`src/rtl/muller_c_hs_seq.sv`:
```
// muller_c_hs_seq: sequences 4-phase handshakes through an external Muller C-element.
// Optional b_out skew with early-fire detection: define MULLER_C_HS_SEQ_SKEW_EN.
module muller_c_hs_seq #(
    parameter int SYNC_STAGES = 2,
    parameter int TIMEOUT     = 255
) (
    input  logic       clk,
    input  logic       rst_n,
    input  logic       start,
    input  logic       clr,
    input  logic [7:0] n_cycles,
    input  logic [2:0] skew,
    input  logic       c_in,
    output logic       a_out,
    output logic       b_out,
    output logic       busy,
    output logic       done,
    output logic [1:0] err,
    output logic [7:0] count
);
    localparam logic [7:0] TMO_LAST = 8'(TIMEOUT - 1);
    localparam logic [1:0] ERR_NONE = 2'b00;
    localparam logic [1:0] ERR_TMO  = 2'b01;

    typedef enum logic [2:0] {
        IDLE,
        RISE,
        FALL,
        DONE,
        ERR
    } state_t;

    state_t state, state_n;

    logic [SYNC_STAGES-1:0] sync_q;
    logic                   c_s;
    logic [7:0]             target, target_n;
    logic [7:0]             count_n, count_inc;
    logic [7:0]             timer, timer_n;
    logic [1:0]             err_n;
    logic                   a_n, b_n;
    logic                   timed_out;

`ifdef MULLER_C_HS_SEQ_SKEW_EN
    localparam logic [1:0] ERR_EARLY = 2'b10;
    logic [2:0] skew_q, skew_n;
`else
    logic skew_unused;
    assign skew_unused = ^skew;
`endif

    assign c_s       = sync_q[SYNC_STAGES-1];
    assign count_inc = count + 8'd1;
    assign timed_out = (timer == TMO_LAST);
    assign busy      = (state == RISE) || (state == FALL);
    assign done      = (state == DONE);

    always_ff @(posedge clk or negedge rst_n) begin
        if (!rst_n) begin
            sync_q <= '0;
        end else begin
            sync_q <= {sync_q[SYNC_STAGES-2:0], c_in};
        end
    end

    always_ff @(posedge clk or negedge rst_n) begin
        if (!rst_n) begin
            state  <= IDLE;
            a_out  <= 1'b0;
            b_out  <= 1'b0;
            err    <= ERR_NONE;
            count  <= '0;
            target <= '0;
            timer  <= '0;
`ifdef MULLER_C_HS_SEQ_SKEW_EN
            skew_q <= '0;
`endif
        end else begin
            state  <= state_n;
            a_out  <= a_n;
            b_out  <= b_n;
            err    <= err_n;
            count  <= count_n;
            target <= target_n;
            timer  <= timer_n;
`ifdef MULLER_C_HS_SEQ_SKEW_EN
            skew_q <= skew_n;
`endif
        end
    end

    always_comb begin
        state_n  = state;
        count_n  = count;
        target_n = target;
        err_n    = err;
        timer_n  = timer + 8'd1;
`ifdef MULLER_C_HS_SEQ_SKEW_EN
        skew_n   = skew_q;
`endif
        unique case (state)
            IDLE: begin
                if (start && !c_s) begin
                    count_n  = '0;
                    target_n = n_cycles;
                    state_n  = (n_cycles == 8'd0) ? DONE : RISE;
                end
            end
            RISE: begin
`ifdef MULLER_C_HS_SEQ_SKEW_EN
                // b_out still lagging: hold the timer, any fire is premature
                if (!b_out) begin
                    timer_n = '0;
                    skew_n  = skew_q - 3'd1;
                    if (c_s) begin
                        state_n = ERR;
                        err_n   = ERR_EARLY;
                    end
                end else
`endif
                if (c_s) begin
                    state_n = FALL;
                end else if (timed_out) begin
                    state_n = ERR;
                    err_n   = ERR_TMO;
                end
            end
            FALL: begin
                if (!c_s) begin
                    count_n = count_inc;
                    state_n = (count_inc == target) ? DONE : RISE;
                end else if (timed_out) begin
                    state_n = ERR;
                    err_n   = ERR_TMO;
                end
            end
            DONE: begin
                state_n = IDLE;
            end
            ERR: begin
                if (clr) begin
                    state_n = IDLE;
                    err_n   = ERR_NONE;
                end
            end
            default: begin
                state_n = IDLE;
            end
        endcase

        if (state_n != state || !(state_n inside {RISE, FALL})) begin
            timer_n = '0;
        end

        a_n = (state_n == RISE);
        b_n = a_n;
`ifdef MULLER_C_HS_SEQ_SKEW_EN
        if (state_n == RISE) begin
            if (state != RISE) begin
                skew_n = skew;
                b_n    = (skew == 3'd0);
            end else begin
                b_n = b_out || (skew_q <= 3'd1);
            end
        end
`endif
    end
endmodule

```
`config.mk`:
```
export PLATFORM = sky130hd
export DESIGN_NAME = muller_c_hs_seq
export DESIGN_NICKNAME = d
export VERILOG_FILES = /design/src/rtl/muller_c_hs_seq.sv
export SDC_FILE = /design/constraint.sdc
export NUM_CORES = 1
export LEC_CHECK = 0
export ABC_AREA = 1
export BUFFER_PORTS_ARGS = -buffer_cell sky130_fd_sc_hd__buf_2
export CAP_MARGIN = 10
export CORE_MARGIN = 2
export CORE_UTILIZATION = 45
export DETAILED_ROUTE_END_ITERATION = 7
export GPL_TIMING_DRIVEN = 0
export PLACE_DENSITY = 0.69
export SYNTH_ARGS = -nofsm -noshare
export SYNTH_HDL_FRONTEND = slang
export SYNTH_SLANG_ARGS = --single-unit
```
`constraint.sdc`:
```
create_clock -name clk -period 3.25 [get_ports clk]
set_input_delay 0.65 -clock clk [delete_from_list [all_inputs] [get_ports clk]]
set_output_delay 0.65 -clock clk [all_outputs]
set_load 0.005 [all_outputs]
```
==> metrics <==
fin. max-slew vios=0; outcome=completed; Final GP Congestion=0.781; post-synth net total=224; CTS tree=built; max incr delay on CP=approximately 460 ps; dominant cell type by area after synthesis=dfrtp_1; yosys synthesis warning count=0; Max VDD drop=337 µV; cell area after synthesis=0.00172 mm²; Critical Path Source Type=flop; routed len/inst=11.6 µm; Hold Crit Class=reg2reg; Die Y=~66 µm; clock latency on the worst-skew pair=280 ps; r2r setup slk=1360 ps; Critical Path RT=between 2000 and 3000 ps; gr usage total=0.173; EDFF count, synth=0; Root Driver=clkbuf_8; Critical Path AT=1270 ps; Post-Syn Instances=205; Critical Path Fanout Max=6; fraction of layout cells with a size suffix above 1=0.282; Post-Route Skew=3.87 ps; f_max=522 MHz; CP endpoint kind=primary output; largest net degree at the start of global routing=32; via count=1383; Power Density=approximately 690 mW/mm²; Worst Tran Pin Value=696 ps; synthesis-to-layout area growth=15.5%; Clock Sinks=31; I/O Pins=30; Rel. slew slack=0.536; CP cell instances=nor3_1, or2_2, buf_2; Hold Slack=358 ps; PostCTS Resize Cnt=0; Crit Path Category=reg2out; Post-synth ARST share=1.00; vias in the first global route=roughly 1.3k; Netlist cell types=36; antenna violations before repair=0; total CTS buffers=5; Lkg Pwr=between 0.9 and 1 nW; core area=between 0.003 and 0.004 mm²; CP max-delay cell=dfrtp_1; Area contributors post-synth=dfrtp_1, nand2_1, nand3_1, inv_1, nor2_2; Post-synth top cells=nand2_1, dfrtp_1, inv_1; Yosys reg bits=31; most frequent cell after synthesis=nand2_1; drt first pass iters=4; Routed Antenna Nets=0; final wirelength=~3300 µm; final hold violation count=0; first-pass GRT wire length=between 5000 and 6000 µm; H-tree depth=2; max_cap viols=0; Hold-fix buffers, CTS=0; GRT overflow=0; Port Buffers=25; final cycle utilization of the critical path=0.590; post-synth top area share=0.452; Clock Pin Slew Worst Setup and Hold Paths=60 ps; Final Setup Violations=0; starting density of the core=0.469; Post-CTS Setup Bufs=0; Design Power=about 1.4 mW; final setup TNS=0 ps; deepest clock path buffer count=2; Ant. Diodes=0; # DRC=0; fin crit period=around 1900 ps; NumNets Final=256; Seq/Total Area, Yosys=0.452; DR vias/cell=approximately 4.8; Initial DRC Count=84; Die X=~66 µm; Cell Rows=22; die area=0.00433 mm²; Main synth FF type=dfrtp_1; post-detail-place hpwl=around 2500 µm; unrepaired setup endpoints after global routing=false; Mapped Avg Cell Area=8.38 µm²
==> worst paths after layout <==
path | startpoint | endpoint | cells past startpoint
setup / recovery | state[2]$_DFF_PN0_ | busy | 3
hold / removal | sync_q[0]$_DFF_PN0_ | sync_q[1]$_DFF_PN0_ | 0
setup reg to reg | count[0]$_DFFE_PN0P_ | timer[7]$_DFF_PN0_ | 12
hold reg to reg | sync_q[0]$_DFF_PN0_ | sync_q[1]$_DFF_PN0_ | 0
max in group asynchronous | rst_n | state[0]$_DFF_PN0_ | 1
min in group asynchronous | rst_n | target[6]$_DFFE_PN0P_ | 1
==> where the power goes <==
part           switching (mW)  internal, mW
logic                   0.310         0.203
clock network           0.138         0.150
registers              0.0824         0.479
total                   0.530         0.831
==> through the flow <==
stage / area [µm²] / cells / worst slack (ps) / util
after floorplan: 1720 / 205 / 1540 / -
final: 1980 / 286 / 1330 / 0.542
after CTS: 1980 / 286 / 1330 / 0.542
after detailed placement: 1900 / 278 / 1350 / 0.520
after global routing: 1980 / 286 / 1230 / 0.542
after global placement: 1900 / 278 / 1380 / 0.520
==> routing by layer <==
metal	vias to the layer above	track usage	wire (µm)
li1	730	-	-
met1	621	0.238	1680
met2	28	0.260	1440
met3	4	0.0409	170
met4	0	0.0703	38
met5	-	0	0
==> state kept, by name, indices dropped and copies added, names as in the netlist <==
register  count
sync_q        2
count         8
timer         8
target        8
state         3
b_out         1
err           1
==> placed cells by master (no fill, tap or decap), drive strengths merged, types with 2 or more instances in the layout <==
cell type | synthesis | final
o21ai | 14 | 14
nand4 | 2 | 2
nand3b | 2 | 2
nor4 | 2 | 2
nor2 | 26 | 26
xor2 | 4 | 4
nor3 | 4 | 4
or2 | 2 | 2
dfrtp | 31 | 31
nand3 | 22 | 22
a31oi | 2 | 2
nand2 | 49 | 49
xnor2 | 3 | 3
buf | 2 | 27
clkbuf | 1 | 8
ha | 3 | 3
inv | 27 | 27
o22ai | 4 | 4
==> worst max-delay path, delay by kind of cell, from the launching register on <==
family	cells	cell delay (ps)
buffers and inverters	1	130
flip-flops	1	460
AND/OR/NAND/NOR	2	410
==> logic make-up after synthesis <==
family | synth area share
simple gates | 0.333
flops | 0.452
buf+inv | 0.0714
compound gates | 0.0845
xor+xnor | 0.0357
fa+ha+maj | 0.0219
other cells | 0.00218
==> cell type report <==
type	instances	area, µm²
clock buffers	7	76.3
well taps	48	60.1
inverters	27	104
flip-flops and latches	31	776
plain buffers	3	18.8
repair buffers	25	125
multi-input cells	144	820
clock inverters	1	5.00
fillers	363	1680
No activity file was read; power rests on OpenSTA's default activity.
